### src/rtl/deserializador_alineador.sv
// Serial-to-10-bit deserializer with K28.5 comma alignment and lock tracking.
// Define DESER_LOSS_CNT_EN to add the saturating lossCount[7:0] output.
module deserializador_alineador #(
  parameter logic [9:0] COMMA       = 10'h17C,
  parameter int         LOCK_COMMAS = 3,
  parameter int         LOSS_COUNT  = 4
) (
  input  logic       clkRx,
  input  logic       rstN,
  input  logic       dataSync,
  output logic [9:0] dataOut,
  output logic       validOut,
  output logic       isComma,
  output logic       locked
`ifdef DESER_LOSS_CNT_EN
  ,
  output logic [7:0] lossCount
`endif
);

  typedef enum logic [1:0] {
    ST_SEARCH = 2'd0,
    ST_CHECK  = 2'd1,
    ST_LOCKED = 2'd2
  } state_e;

  localparam logic [3:0] LOCK_TH = 4'(LOCK_COMMAS);
  localparam logic [3:0] LOSS_TH = 4'(LOSS_COUNT);

  state_e     state_q, state_d;
  logic [9:0] shift_q, shift_d;
  logic [3:0] phase_q, phase_d;
  logic [3:0] comma_cnt_q, comma_cnt_d;
  logic [3:0] err_cnt_q, err_cnt_d;
  logic [9:0] data_q, data_d;
  logic       valid_q, valid_d;
  logic       is_comma_q, is_comma_d;
  logic       locked_q, locked_d;

  logic       comma_hit_s;
  logic       boundary_s;
  logic [3:0] comma_inc_s;
  logic [3:0] err_inc_s;

  // Either running-disparity form of K28.5 marks a symbol boundary.
  function automatic logic is_comma_f(input logic [9:0] sym);
    return (sym == COMMA) || (sym == ~COMMA);
  endfunction

  always_comb begin
    comma_hit_s = is_comma_f(shift_q);
    boundary_s  = (phase_q == 4'd0) && (state_q != ST_SEARCH);
    shift_d     = {dataSync, shift_q[9:1]};
    comma_inc_s = (comma_cnt_q >= LOCK_TH) ? comma_cnt_q : comma_cnt_q + 4'd1;
    err_inc_s   = (err_cnt_q >= LOSS_TH) ? err_cnt_q : err_cnt_q + 4'd1;
  end

  always_ff @(posedge clkRx or negedge rstN) begin
    if (!rstN) begin
      state_q <= ST_SEARCH;
    end else begin
      state_q <= state_d;
    end
  end

  always_comb begin
    state_d     = state_q;
    comma_cnt_d = comma_cnt_q;
    err_cnt_d   = err_cnt_q;
    phase_d     = (phase_q >= 4'd9) ? 4'd0 : phase_q + 4'd1;
    case (state_q)
      ST_SEARCH: begin
        // The detect cycle acts as phase 0, so the next boundary is 10 cycles on.
        if (comma_hit_s) begin
          phase_d     = 4'd1;
          comma_cnt_d = 4'd1;
          state_d     = ST_CHECK;
        end else begin
          state_d = ST_SEARCH;
        end
      end
      ST_CHECK: begin
        if (boundary_s) begin
          if (comma_hit_s) begin
            comma_cnt_d = comma_inc_s;
            if (comma_inc_s >= LOCK_TH) begin
              state_d = ST_LOCKED;
            end else begin
              state_d = ST_CHECK;
            end
          end else begin
            comma_cnt_d = 4'd0;
            state_d     = ST_SEARCH;
          end
        end else begin
          state_d = ST_CHECK;
        end
      end
      ST_LOCKED: begin
        if (comma_hit_s && boundary_s) begin
          err_cnt_d = 4'd0;
        end else if (comma_hit_s) begin
          if (err_inc_s >= LOSS_TH) begin
            err_cnt_d   = 4'd0;
            comma_cnt_d = 4'd0;
            state_d     = ST_SEARCH;
          end else begin
            err_cnt_d = err_inc_s;
          end
        end else begin
          err_cnt_d = err_cnt_q;
        end
      end
      default: begin
        state_d     = ST_SEARCH;
        comma_cnt_d = 4'd0;
        err_cnt_d   = 4'd0;
      end
    endcase
  end

  always_comb begin
    data_d     = data_q;
    is_comma_d = is_comma_q;
    valid_d    = 1'b0;
    if ((state_q == ST_LOCKED) && boundary_s) begin
      data_d     = shift_q;
      is_comma_d = comma_hit_s;
      valid_d    = 1'b1;
    end else begin
      valid_d = 1'b0;
    end
    locked_d = (state_d == ST_LOCKED);
  end

  always_ff @(posedge clkRx or negedge rstN) begin
    if (!rstN) begin
      shift_q     <= 10'd0;
      phase_q     <= 4'd0;
      comma_cnt_q <= 4'd0;
      err_cnt_q   <= 4'd0;
      data_q      <= 10'd0;
      valid_q     <= 1'b0;
      is_comma_q  <= 1'b0;
      locked_q    <= 1'b0;
    end else begin
      shift_q     <= shift_d;
      phase_q     <= phase_d;
      comma_cnt_q <= comma_cnt_d;
      err_cnt_q   <= err_cnt_d;
      data_q      <= data_d;
      valid_q     <= valid_d;
      is_comma_q  <= is_comma_d;
      locked_q    <= locked_d;
    end
  end

  assign dataOut  = data_q;
  assign validOut = valid_q;
  assign isComma  = is_comma_q;
  assign locked   = locked_q;

`ifdef DESER_LOSS_CNT_EN
  logic [7:0] loss_cnt_q, loss_cnt_d;

  // Counts LOCKED->SEARCH drops; only rstN clears it.
  always_comb begin
    if ((state_q == ST_LOCKED) && (state_d == ST_SEARCH) && (loss_cnt_q != 8'hFF)) begin
      loss_cnt_d = loss_cnt_q + 8'd1;
    end else begin
      loss_cnt_d = loss_cnt_q;
    end
  end

  always_ff @(posedge clkRx or negedge rstN) begin
    if (!rstN) begin
      loss_cnt_q <= 8'd0;
    end else begin
      loss_cnt_q <= loss_cnt_d;
    end
  end

  assign lossCount = loss_cnt_q;
`endif

endmodule

### config.mk
export PLATFORM = sky130hd
export DESIGN_NAME = deserializador_alineador
export DESIGN_NICKNAME = d
export VERILOG_FILES = /design/src/rtl/deserializador_alineador.sv
export SDC_FILE = /design/constraint.sdc
export NUM_CORES = 1
export LEC_CHECK = 0
export BUFFER_PORTS_ARGS = -buffer_cell sky130_fd_sc_hd__buf_2
export CORE_UTILIZATION = 60
export DETAILED_ROUTE_END_ITERATION = 8
export GPL_TIMING_DRIVEN = 0
export PLACE_DENSITY = 0.87
export SETUP_SLACK_MARGIN = 0.5
export SLEW_MARGIN = 30
export SYNTH_ARGS = -nofsm -noshare
export SYNTH_HDL_FRONTEND = slang
export SYNTH_SLANG_ARGS = --single-unit
export TNS_END_PERCENT = 100
### constraint.sdc
create_clock -name clkRx -period 3.8 [get_ports clkRx]
set_input_delay 0.76 -clock clkRx [delete_from_list [all_inputs] [get_ports clkRx]]
set_output_delay 0.76 -clock clkRx [all_outputs]
set_load 0.01 [all_outputs]
==> results.toml <==
[route]
num_vias = 999
vias_per_cell = 5.84
first_pass_iters = 4
wirelength_mm = 2.82
ant_nets = 0
drcViolationCount = 0
wl_per_cell_um = 16.5
drtIter0Drc = 8

[sta]
fin_crit_sh_pct = 59.1
slew_headroom_pct = 46.9
finClkSkew_ps = 10.1
hold_viol_final = 0
worst_pin_slew_ps = 796
maxSlewViolCount = 0
timing.fmax_mhz = 445
setup_viol = 0
finalWorstSetupSlack_ps = 1550
fin_crit_ps = 2250
fin_tns_setup_ps = 0
rsz0062_at_grt = "no"

[logic_synthesis]
ys_seq_area_share_pct = 59.0
ys_top_cells_by_count = "dfrtp_1, inv_1, mux2_2, ha_1, nand2_1"
synthArstFlopShare_pct = 100
synth_largest_area_cell = "dfrtp_1"
yosysWarnings = 0
synth_nets = 126
synth.distinct_cells = 40
synthFlopType = "dfrtp_1"
avgSynthCellArea_um2 = 13.3
netlist_area_um2 = 1570
synth_edf_count = 0
syn_inst = 118
yosysMostFrequentCell = "dfrtp_1"
synth.top_cell.area_share_pct = 59.0
ys_ff_latch = 37
synth.area.top_cells = "dfrtp_1, mux2_2, ha_1"

[final_layout]
drive_gt1_share_pct = 25.5
instances_no_fill = 171
finalNetCount = 148
n_antenna_cell = 0
synthToLayoutAreaGrowth_pct = 12.6

[place]
post-dp-hpwl_mm = 2.02
post-place-ws_ps = 1590
place.gp.congestion = 0.890
port_buffers = 15
dp.cells = 163

[global_routing]
grt-ovfl-total = 0
antenna_found_initial = 0
grtUsageTotal_pct = 24.5
grt_pass1_vias = 1050
grt_max_degree = 38
grt_pass1_wl_mm = 4.73

[die]
die_w_um = 53.2
dieHeight_um = 53.2
num_io_pins = 16
core_um2 = 2480
row_count = 18
start_util_pct = 63.4
die_area_um2 = 2830

[power_and_ir_drop]
power_frac_comb_pct = 15.3
p_clk_share_pct = 32.3
powerDensity_nw_per_um2 = 495
p_sw_uw = 237
ir_worst_vdd_uv = 433
power_frac_seq_pct = 52.5
fin_total_pwr_uw = 875
p_sw_share_pct = 27.1
power.leakage_nw = 0.894
internal_power_uw = 637

[critical_path]
reg2reg_slack_ps = 1550
r2r-end = "dataOut[5]"
worstSetupPathType = "register to register"
arrival_ps = 2470
cp-end-kind = "register"
r2r_start = "phase_q[0]"
worstPathRequired_ps = 4020
start_kind = "register"
cpMaxStageDelayCell = "dfrtp_1"
path_cells = "inv_1, ha_1, nor3b_1, nand2_1, clkbuf_1, mux2_1"
slowest_delay_ps = 430
critPathMaxFanout = 10
ff2ff_path_depth = 6

[clock_network]
cts.repair.resized = 0
root_buffer = "clkbuf_4"
htree_levels = 2
cts_sinks = 37
clk_pin_slew_ps = 110
cts_hold_buf = 0
clockBufferDepth = 2
cts_buffers = 5
cts_setup_buffers = 0
cts_tree = "yes"
clk_latency_ps = 340

[hold_path]
hp-start = "shift_q[9]"
whs_path_depth = 0
hp-class = "register to register"
holdPathEnd = "shift_q[8]"

[flow_run]
drv_cap = 0

[run_status]
run_status = "completed"
## kinds of logic after synthesis
family          share of synthesized area [%]
fa+ha+maj                                3.98
buf+inv                                  2.15
mux                                      8.45
simple gates                             15.6
compound gates                           9.72
xor+xnor                                 1.12
flops                                    59.0
## final cells by class
type                            instances  area, µm²
Timing Repair Buffer                   15       75.1
Clock buffer                            7       55.1
Multi-Input combinational cell         72        611
Inverter                                8       30.0
Clock inverter                          1       30.0
Buffer                                  1       3.75
Sequential cell                        37        926
Fill cell                             177        709
Tap cell                               30       37.5
## worst max-delay path by stage
stage / startpoint / to / slack (ps) / depth (start not counted)
2_1_floorplan: phase_q[0] / dataOut[4] / 1960 / 6
3_3_place_gp: phase_q[0] / dataOut[6] / 1650 / 6
3_5_place_dp: phase_q[0] / dataOut[5] / 1590 / 6
4_1_cts: phase_q[0] / dataOut[5] / 1570 / 6
5_1_grt: phase_q[0] / dataOut[5] / 1400 / 6
6_report: phase_q[0] / dataOut[5] / 1550 / 6
## sequential cells by signal, indices dropped and copies added, names as in the netlist
name         cells
comma_cnt_q      4
dataOut         10
err_cnt_q        4
shift_q         10
locked           1
state_q          2
phase_q          4
validOut         1
isComma          1
## placed cells by master, fill, tap and decap left out, types with 2 or more instances in the layout
cell type / n
and3_1: 2
inv_1: 8
mux2i_1: 2
nand3_1: 2
mux2_1: 3
mux2_2: 7
o21ai_0: 3
a21boi_1: 3
nand4_1: 3
clkbuf_4: 5
o311ai_1: 2
nor2b_1: 3
clkbuf_1: 2
buf_2: 15
ha_1: 5
nand2b_1: 3
nor3b_1: 2
nand2_1: 5
o22ai_1: 2
nor2_1: 3
nor3_1: 2
dfrtp_1: 37
## metrics by stage
| step | instance area (µm²) | util [%] | hold slack, ps |
|---|---|---|---|
| floorplan | 1570 | - | 384 |
| global placement | 1680 | 67.9 | 406 |
| detailed placement | 1680 | 67.9 | 417 |
| CTS | 1770 | 71.4 | 441 |
| global route | 1770 | 71.4 | 460 |
| finish | 1770 | 71.4 | 439 |
## worst max-delay path: cells and delay by family (launching register included)
kind / cells / cell delay [ps]
adders and majority gates: 1 / 170
DFF: 1 / 430
buffers and inverters: 2 / 420
and+or+nand+nor: 2 / 730
muxes: 1 / 380
## per-layer routing
layer	track usage (%)	routed length, µm	vias up
met1	28.0	1210	496
li1	-	-	475
met4	11.8	38	0
met2	41.6	1460	22
met5	0	0	-
met3	7.47	108	6
## power by group through the flow
stage | clock (mW) | combinational [mW] | sequential [mW]
6_report | 0.282 | 0.133 | 0.459
5_1_grt | 0.299 | 0.151 | 0.464
4_1_cts | 0.287 | 0.134 | 0.459
3_5_place_dp | 0 | 0.132 | 0.465
3_3_place_gp | 0 | 0.120 | 0.462
2_1_floorplan | 0 | 0.0983 | 0.457
No activity file was read; power rests on OpenSTA's default activity.
